--- src/rtl/mem_access_unit_if.sv ---
// Request/acknowledge memory bus between the MEM-stage access unit and RAM/cache.
interface mem_access_unit_if;
    logic        bus_req_o;
    logic        bus_we_o;
    logic [31:0] bus_addr_o;
    logic [3:0]  bus_sel_o;
    logic [31:0] bus_wdata_o;
    logic [31:0] bus_rdata_i;
    logic        bus_ack_i;
    logic        bus_err_i;

    modport master (
        output bus_req_o, bus_we_o, bus_addr_o, bus_sel_o, bus_wdata_o,
        input  bus_rdata_i, bus_ack_i, bus_err_i
    );

    modport slave (
        input  bus_req_o, bus_we_o, bus_addr_o, bus_sel_o, bus_wdata_o,
        output bus_rdata_i, bus_ack_i, bus_err_i
    );
endinterface

--- src/rtl/mem_access_unit.sv ---
// Multi-cycle MEM-stage load/store engine: lane alignment, LL/SC, bus timeout.
// Define MEM_UNALIGNED_TRAP_EN to raise AdEL/AdES on misaligned accesses.
module mem_access_unit #(
    parameter bit BIG_ENDIAN = 1'b1,
    parameter int TIMEOUT    = 255,
    parameter int CNT_W      = 16
) (
    input  logic        clk,
    input  logic        rst,
    input  logic        req_i,
    input  logic [3:0]  op_i,
    input  logic [31:0] addr_i,
    input  logic [31:0] wdata_i,
    input  logic        flush_i,
    output logic        stall_o,
    output logic        done_o,
    output logic [31:0] rdata_o,
    output logic        exc_o,
    output logic [4:0]  exc_code_o,
    mem_access_unit_if.master bus
);
    localparam logic [3:0] OP_LB  = 4'd0;
    localparam logic [3:0] OP_LBU = 4'd1;
    localparam logic [3:0] OP_LH  = 4'd2;
    localparam logic [3:0] OP_LHU = 4'd3;
    localparam logic [3:0] OP_LW  = 4'd4;
    localparam logic [3:0] OP_SB  = 4'd5;
    localparam logic [3:0] OP_SH  = 4'd6;
    localparam logic [3:0] OP_SW  = 4'd7;
    localparam logic [3:0] OP_LL  = 4'd8;
    localparam logic [3:0] OP_SC  = 4'd9;
    localparam logic [CNT_W-1:0] CNT_LAST = CNT_W'(TIMEOUT - 1);

    typedef enum logic [1:0] {IDLE, BUS, DONE, DRAIN} state_e;

    state_e      state_q, state_d;
    logic [3:0]  op_q, op_d;
    logic [31:0] addr_q, addr_d;
    logic [3:0]  sel_q, sel_d;
    logic [31:0] wdata_q, wdata_d;
    logic        we_q, we_d;
    logic [1:0]  sh_q, sh_d;
    logic [31:0] rdata_q, rdata_d;
    logic        exc_q, exc_d;
    logic [4:0]  code_q, code_d;
    logic        ll_q, ll_d;
    logic [CNT_W-1:0] cnt_q, cnt_d;

    logic        valid_op, is_store, is_half, is_word, mis_trap, tmo;
    logic [1:0]  off, szm1, sh_c;
    logic [3:0]  sel_c;
    logic [31:0] wdata_c, ld_val;
    logic [15:0] ld_h;
    logic [7:0]  ld_b;

    // sh_c is the lane's byte distance from bit 0 of the bus word
    always_comb begin
        valid_op = op_i <= OP_SC;
        is_store = op_i inside {OP_SB, OP_SH, OP_SW, OP_SC};
        is_half  = op_i inside {OP_LH, OP_LHU, OP_SH};
        is_word  = op_i inside {OP_LW, OP_SW, OP_LL, OP_SC};
`ifdef MEM_UNALIGNED_TRAP_EN
        mis_trap = (is_half & addr_i[0]) | (is_word & (addr_i[1:0] != 2'b00));
        off      = addr_i[1:0];
`else
        mis_trap = 1'b0;
        off      = is_word ? 2'b00 : is_half ? {addr_i[1], 1'b0} : addr_i[1:0];
`endif
        szm1    = {is_word, is_word | is_half};
        sh_c    = BIG_ENDIAN ? (2'd3 - szm1 - off) : off;
        sel_c   = {is_word, is_word, is_word | is_half, 1'b1} << sh_c;
        wdata_c = is_word ? wdata_i :
                  is_half ? {2{wdata_i[15:0]}} : {4{wdata_i[7:0]}};
    end

    always_comb begin
        ld_h = 16'(bus.bus_rdata_i >> {sh_q, 3'b000});
        ld_b = ld_h[7:0];
        unique case (op_q)
            OP_LB:               ld_val = {{24{ld_b[7]}}, ld_b};
            OP_LBU:              ld_val = {24'd0, ld_b};
            OP_LH:               ld_val = {{16{ld_h[15]}}, ld_h};
            OP_LHU:              ld_val = {16'd0, ld_h};
            OP_SC:               ld_val = 32'd1;
            OP_SB, OP_SH, OP_SW: ld_val = rdata_q;
            default:             ld_val = bus.bus_rdata_i;
        endcase
    end

    always_comb begin
        state_d = state_q;
        op_d    = op_q;
        addr_d  = addr_q;
        sel_d   = sel_q;
        wdata_d = wdata_q;
        we_d    = we_q;
        sh_d    = sh_q;
        rdata_d = rdata_q;
        exc_d   = exc_q;
        code_d  = code_q;
        ll_d    = ll_q;
        cnt_d   = cnt_q;
        tmo     = cnt_q == CNT_LAST;
        unique case (state_q)
            IDLE: begin
                cnt_d = '0;
                if (req_i && valid_op && !flush_i) begin
                    op_d   = op_i;
                    exc_d  = 1'b0;
                    code_d = 5'd0;
                    if (mis_trap) begin
                        exc_d   = 1'b1;
                        code_d  = is_store ? 5'd5 : 5'd4;
                        state_d = DONE;
                    end else if (op_i == OP_SC && !ll_q) begin
                        rdata_d = 32'd0;
                        state_d = DONE;
                    end else begin
                        addr_d  = {addr_i[31:2], 2'b00};
                        sel_d   = sel_c;
                        wdata_d = wdata_c;
                        we_d    = is_store;
                        sh_d    = sh_c;
                        state_d = BUS;
                    end
                end
            end
            BUS: begin
                if (bus.bus_ack_i || tmo) begin
                    if (flush_i) begin
                        state_d = IDLE;
                    end else begin
                        state_d = DONE;
                        if (!bus.bus_ack_i || bus.bus_err_i) begin
                            exc_d  = 1'b1;
                            code_d = 5'd7;
                        end else begin
                            rdata_d = ld_val;
                        end
                    end
                end else begin
                    cnt_d = cnt_q + CNT_W'(1);
                    if (flush_i) state_d = DRAIN;
                end
            end
            DRAIN: begin
                if (bus.bus_ack_i || tmo) state_d = IDLE;
                else cnt_d = cnt_q + CNT_W'(1);
            end
            DONE: begin
                state_d = IDLE;
                if (!exc_q && op_q == OP_LL) ll_d = 1'b1;
                if (!exc_q && op_q == OP_SC) ll_d = 1'b0;
            end
            default: state_d = IDLE;
        endcase
        if (flush_i) ll_d = 1'b0;
    end

    always_ff @(posedge clk) begin
        if (rst) begin
            state_q <= IDLE;
            op_q    <= 4'd0;
            addr_q  <= 32'd0;
            sel_q   <= 4'd0;
            wdata_q <= 32'd0;
            we_q    <= 1'b0;
            sh_q    <= 2'd0;
            rdata_q <= 32'd0;
            exc_q   <= 1'b0;
            code_q  <= 5'd0;
            ll_q    <= 1'b0;
            cnt_q   <= '0;
        end else begin
            state_q <= state_d;
            op_q    <= op_d;
            addr_q  <= addr_d;
            sel_q   <= sel_d;
            wdata_q <= wdata_d;
            we_q    <= we_d;
            sh_q    <= sh_d;
            rdata_q <= rdata_d;
            exc_q   <= exc_d;
            code_q  <= code_d;
            ll_q    <= ll_d;
            cnt_q   <= cnt_d;
        end
    end

    assign stall_o = ~rst & ((state_q == IDLE && req_i && valid_op && !flush_i)
                             || state_q == BUS || state_q == DRAIN);
    assign done_o     = ~rst & (state_q == DONE);
    assign exc_o      = done_o & exc_q;
    assign exc_code_o = exc_o ? code_q : 5'd0;
    assign rdata_o    = rdata_q;

    assign bus.bus_req_o   = ~rst & (state_q == BUS || state_q == DRAIN);
    assign bus.bus_we_o    = we_q;
    assign bus.bus_addr_o  = addr_q;
    assign bus.bus_sel_o   = sel_q;
    assign bus.bus_wdata_o = wdata_q;
endmodule

--- src/flat_wrapper.sv ---
// flat-port wrapper written by rule: the top's interface ports become plain ports
module mem_access_unit_flat 
#(
    parameter bit BIG_ENDIAN = 1'b1,
    parameter int TIMEOUT    = 255,
    parameter int CNT_W      = 16
)
  (clk, rst, req_i, op_i, addr_i, wdata_i, flush_i, stall_o, done_o, rdata_o, exc_o, exc_code_o, bus_bus_req_o, bus_bus_we_o, bus_bus_addr_o, bus_bus_sel_o, bus_bus_wdata_o, bus_bus_rdata_i, bus_bus_ack_i, bus_bus_err_i);
  mem_access_unit_if bus_i ();
  input  logic clk;
  input  logic rst;
  input  logic req_i;
  input  logic [3:0] op_i;
  input  logic [31:0] addr_i;
  input  logic [31:0] wdata_i;
  input  logic flush_i;
  output logic stall_o;
  output logic done_o;
  output logic [31:0] rdata_o;
  output logic exc_o;
  output logic [4:0] exc_code_o;
  output wire logic [$bits(bus_i.bus_req_o)-1:0] bus_bus_req_o;
  output wire logic [$bits(bus_i.bus_we_o)-1:0] bus_bus_we_o;
  output wire logic [$bits(bus_i.bus_addr_o)-1:0] bus_bus_addr_o;
  output wire logic [$bits(bus_i.bus_sel_o)-1:0] bus_bus_sel_o;
  output wire logic [$bits(bus_i.bus_wdata_o)-1:0] bus_bus_wdata_o;
  input wire logic [$bits(bus_i.bus_rdata_i)-1:0] bus_bus_rdata_i;
  input wire logic [$bits(bus_i.bus_ack_i)-1:0] bus_bus_ack_i;
  input wire logic [$bits(bus_i.bus_err_i)-1:0] bus_bus_err_i;
  assign bus_bus_req_o = bus_i.bus_req_o;
  assign bus_bus_we_o = bus_i.bus_we_o;
  assign bus_bus_addr_o = bus_i.bus_addr_o;
  assign bus_bus_sel_o = bus_i.bus_sel_o;
  assign bus_bus_wdata_o = bus_i.bus_wdata_o;
  assign bus_i.bus_rdata_i = bus_bus_rdata_i;
  assign bus_i.bus_ack_i = bus_bus_ack_i;
  assign bus_i.bus_err_i = bus_bus_err_i;
  mem_access_unit #(.BIG_ENDIAN(BIG_ENDIAN), .TIMEOUT(TIMEOUT), .CNT_W(CNT_W)) u_core (.clk(clk), .rst(rst), .req_i(req_i), .op_i(op_i), .addr_i(addr_i), .wdata_i(wdata_i), .flush_i(flush_i), .stall_o(stall_o), .done_o(done_o), .rdata_o(rdata_o), .exc_o(exc_o), .exc_code_o(exc_code_o), .bus(bus_i));
endmodule
--- config.mk ---
export PLATFORM = sky130hd
export DESIGN_NAME = mem_access_unit_flat
export DESIGN_NICKNAME = d
export VERILOG_FILES = /design/src/rtl/mem_access_unit_if.sv /design/src/rtl/mem_access_unit.sv /design/src/flat_wrapper.sv
export SDC_FILE = /design/constraint.sdc
export NUM_CORES = 1
export LEC_CHECK = 0
export CORE_MARGIN = 2
export CORE_UTILIZATION = 45
export CTS_CLUSTER_DIAMETER = 60
export DETAILED_ROUTE_END_ITERATION = 7
export GPL_TIMING_DRIVEN = 0
export PLACE_DENSITY = 0.91
export SLEW_MARGIN = 30
export SYNTH_ARGS = -nofsm -noshare
export SYNTH_HDL_FRONTEND = slang
export SYNTH_SLANG_ARGS = --single-unit
--- constraint.sdc ---
create_clock -name clk -period 3.8 [get_ports clk]
set_input_delay 0.95 -clock clk [delete_from_list [all_inputs] [get_ports clk]]
set_output_delay 0.95 -clock clk [all_outputs]
set_load 0.05 [all_outputs]
==> impl_metrics.py <==
metrics = {
    "clock_network": {
        "cts.sinks": 125,
        "cts_tree": "built",
        "clk_latency_ns": 0.42,
        "htree_levels": 4,
        "cts_buffers": 17,
        "hold_buffers": 0,
        "cts_buffer_depth": 2,
        "cts_root_buf": "clkbuf_16",
        "postCtsSetupRepairBufs": 0,
        "clk_transition_reported_paths_ns": 0.06,
    },
    "timing": {
        "finalSetupViolations": 0,
        "skew_ns": 0.00642,
        "period_share": 0.989,
        "slew_viol_final": 0,
        "worst_slew_pin_slew_ns": 0.792,
        "min_period_ns": 3.76,
        "slew_headroom": 0.472,
        "rsz0062_at_grt": "no",
        "whs_ns": 0.450,
        "fmax_mhz": 266,
        "final_hold_viol_count": 0,
    },
    "layout": {
        "layout_common_cells": "clkdlybuf4s50_1 (206), nand2_1 (131), dfxtp_1 (125)",
        "drive_gt1_frac": 0.0858,
        "num_antenna_cells": 0,
        "mostFrequentLayoutCell": "clkdlybuf4s50_1",
        "nNetsFinal": 1006,
        "final_core_util": 0.695,
        "area_growth_pct": 51.4,
        "fin_area_um2": 8700,
        "fillerInstances": 999,
        "fin_cells": 1081,
    },
    "synthesis": {
        "synthCells": 664,
        "synth_adder_area_share": 0.00871,
        "synth.avg_cell_area_um2": 8.65,
        "ys_ff_latch": 125,
        "synthMuxAreaShare": 0.0623,
        "ys_warn_count": 0,
        "synth-compound-area-share": 0.215,
        "synth_top_area_share": 0.436,
        "synth_area_leader_cell": "dfxtp_1",
        "synth_top_family_by_area": "compound AO/OA/AOI/OAI gates",
        "synth-simple-area-share": 0.186,
        "synth_xor_xnor_area_share": 0.0259,
        "ys_types": 58,
        "synthArstFlopShare": 0,
        "ys.flop_type": "dfxtp_1",
        "synthTopCellsByArea": "dfxtp_1 (44%), nand2_1 (8.6%), a21oi_1 (6.4%), o211ai_1 (4.3%), mux2i_1 (3.5%)",
        "seq_area_frac_synth": 0.436,
        "synth_edf_count": 0,
        "syn_area_um2": 5740,
    },
    "power": {
        "peakVddDrop_v": 0.000325,
        "fin_total_pwr_mw": 3.67,
        "p_per_area_nw_per_um2": 422,
        "p_leak_nw": 3.17,
    },
    "global_route": {
        "antenna_found_initial": 0,
        "grt_max_degree": 17,
        "overflow": 0,
        "grt_pass1_vias": 5720,
        "grt_pass1_wl_um": 28100,
        "grt_usage": 0.266,
    },
    "setup_path": {
        "reg2reg_slack_ns": 1.49,
        "cp-start-kind": "input port",
        "cp.required_ns": 2.85,
        "crit_type": "in2out",
        "r2r-start": "u_core.state_q[0]",
        "arrival_ns": 2.81,
        "cp_max_fo": 7,
        "worst_r2r_path_depth": 7,
        "crit_start": "op_i[1]",
        "cp-endpoint": "stall_o",
        "reg2reg_to": "u_core.rdata_o[13]",
        "endpoint_kind": "primary output",
    },
    "floorplan": {
        "die_w_um": 117,
        "row_count": 41,
        "dieArea_um2": 13700,
        "io_pins": 216,
        "core_area_um2": 12500,
        "initial_core_util": 0.459,
        "die_y_um": 117,
    },
    "min_path": {
        "worstHoldPathType": "reg2reg",
        "hold_start": "u_core.bus.bus_wdata_o[24]",
    },
    "placed_design": {
        "port_buffers": 210,
        "placed_area_um2": 8080,
        "hpwl_um": 13200,
        "place_inst": 1049,
        "place_congestion": 0.900,
    },
    "route": {
        "drt_wl_total_um": 18400,
        "routedWlPerCell_um": 17.0,
        "drc_errors": 0,
        "vias": 5977,
        "viasPerCell": 5.53,
        "dr.pass1.iters": 5,
        "antenna_left": 0,
        "drt_iter0_markers": 389,
    },
    "job": {
        "max_cap_viol_count": 0,
    },
    "status": {
        "run_status": "finished, final reports clean",
    },
}
cell type report:
class	count	area, um^2	area share
Clock inverter	10	138	0.0158
Clock buffer	22	474	0.0545
Buffer	54	334	0.0384
Sequential cell	125	2500	0.288
Multi-Input combinational cell	476	2880	0.331
Inverter	12	45.0	0.00518
Tap cell	172	215	0.0247
Timing Repair Buffer	210	2110	0.243
where the power goes:
part           switching, mW  internal [mW]
clock network          0.589           1.08
registers             0.0226           1.35
logic                  0.366          0.263
total                  0.977           2.70
critical path, cell delays in order:
cell and delay, ns:
clkdlybuf4s50_1 0.56, o21ai_0 0.40, nand2_2 0.22, a21oi_1 0.27
clkdlybuf4s15_2 0.40
cell families after synthesis:
logic type,Yosys count
AOI/OAI and AO/OA,195
xor gates and xnor gates,17
adders and majority gates,4
buffers and inverters,66
DFF,125
muxes,27
other,1
and+or+nand+nor,229
stage by stage:
step / setup WS (ns) / TNS [ns]
CTS: 0.0615 / 0
floorplan: 0.0721 / 0
detailed placement: -0.358 / -0.626
finish: 0.0415 / 0
global route: 0.0121 / 0
global placement: -0.317 / -0.450
how the worst min path moves through the flow:
stage                                      end  slack, ns  cells after the start
floorplan                     u_core.code_q[1]       0.46                      2
global placement             u_core.rdata_o[1]       0.44                      2
detailed placement           u_core.rdata_o[1]       0.44                      2
CTS                 u_core.bus.bus_wdata_o[24]       0.45                      2
global route         u_core.bus.bus_addr_o[24]       0.47                      2
finish              u_core.bus.bus_wdata_o[24]       0.45                      2
layer usage:
metal | vias to the layer above | track usage | routed length, um
met3 | 43 | 0.0999 | 1740
met1 | 2801 | 0.309 | 7260
met4 | 0 | 0.120 | 508
met2 | 303 | 0.438 | 8870
li1 | 2830 | - | -
met5 | - | 0 | 0
cells in the mapped netlist, types with 2 or more instances:
cell       instances
o211ai_1          33
nor4_1             3
buf_6              3
a21oi_1           74
clkbuf_1          26
nor3_1             5
xnor2_1            7
clkbuf_8           5
o21ai_0           40
xor2_1            10
nor3b_1            4
nand2b_1           4
buf_2              8
nor2b_1            2
nand4_1            6
ha_1               4
a221o_1           16
a22oi_1           10
nand2_1          131
nor4bb_1           2
and4_1             3
a311oi_1           2
dfxtp_1          125
and2_1             3
and3_1             3
nand3b_1           2
nand3_1            5
o21bai_1           2
a211oi_1          10
mux2i_1           20
mux4_2             7
nor2_1            40
nor2_2             2
nand4bb_1          2
buf_4             10
or2_2              2
inv_1             12
sequential cells by signal, indices dropped and copies added (netlist names):
signal,flops
u_core.bus.bus_addr_o,30
u_core.bus.bus_sel_o,4
u_core.bus.bus_wdata_o,32
u_core.bus.bus_we_o,1
u_core.cnt_q,16
u_core.code_q,1
u_core.ll_q,1
u_core.op_q,4
u_core.rdata_o,32
u_core.sh_q,2
u_core.state_q,2
repair_timing:
| action | in CTS | in global routing |
|---|---|---|
| gates cloned | 0 | 0 |
| resized for setup | 3 | 3 |
| setup endpoints to repair | 1 | 3 |
Power figures use the tool's default switching activity.
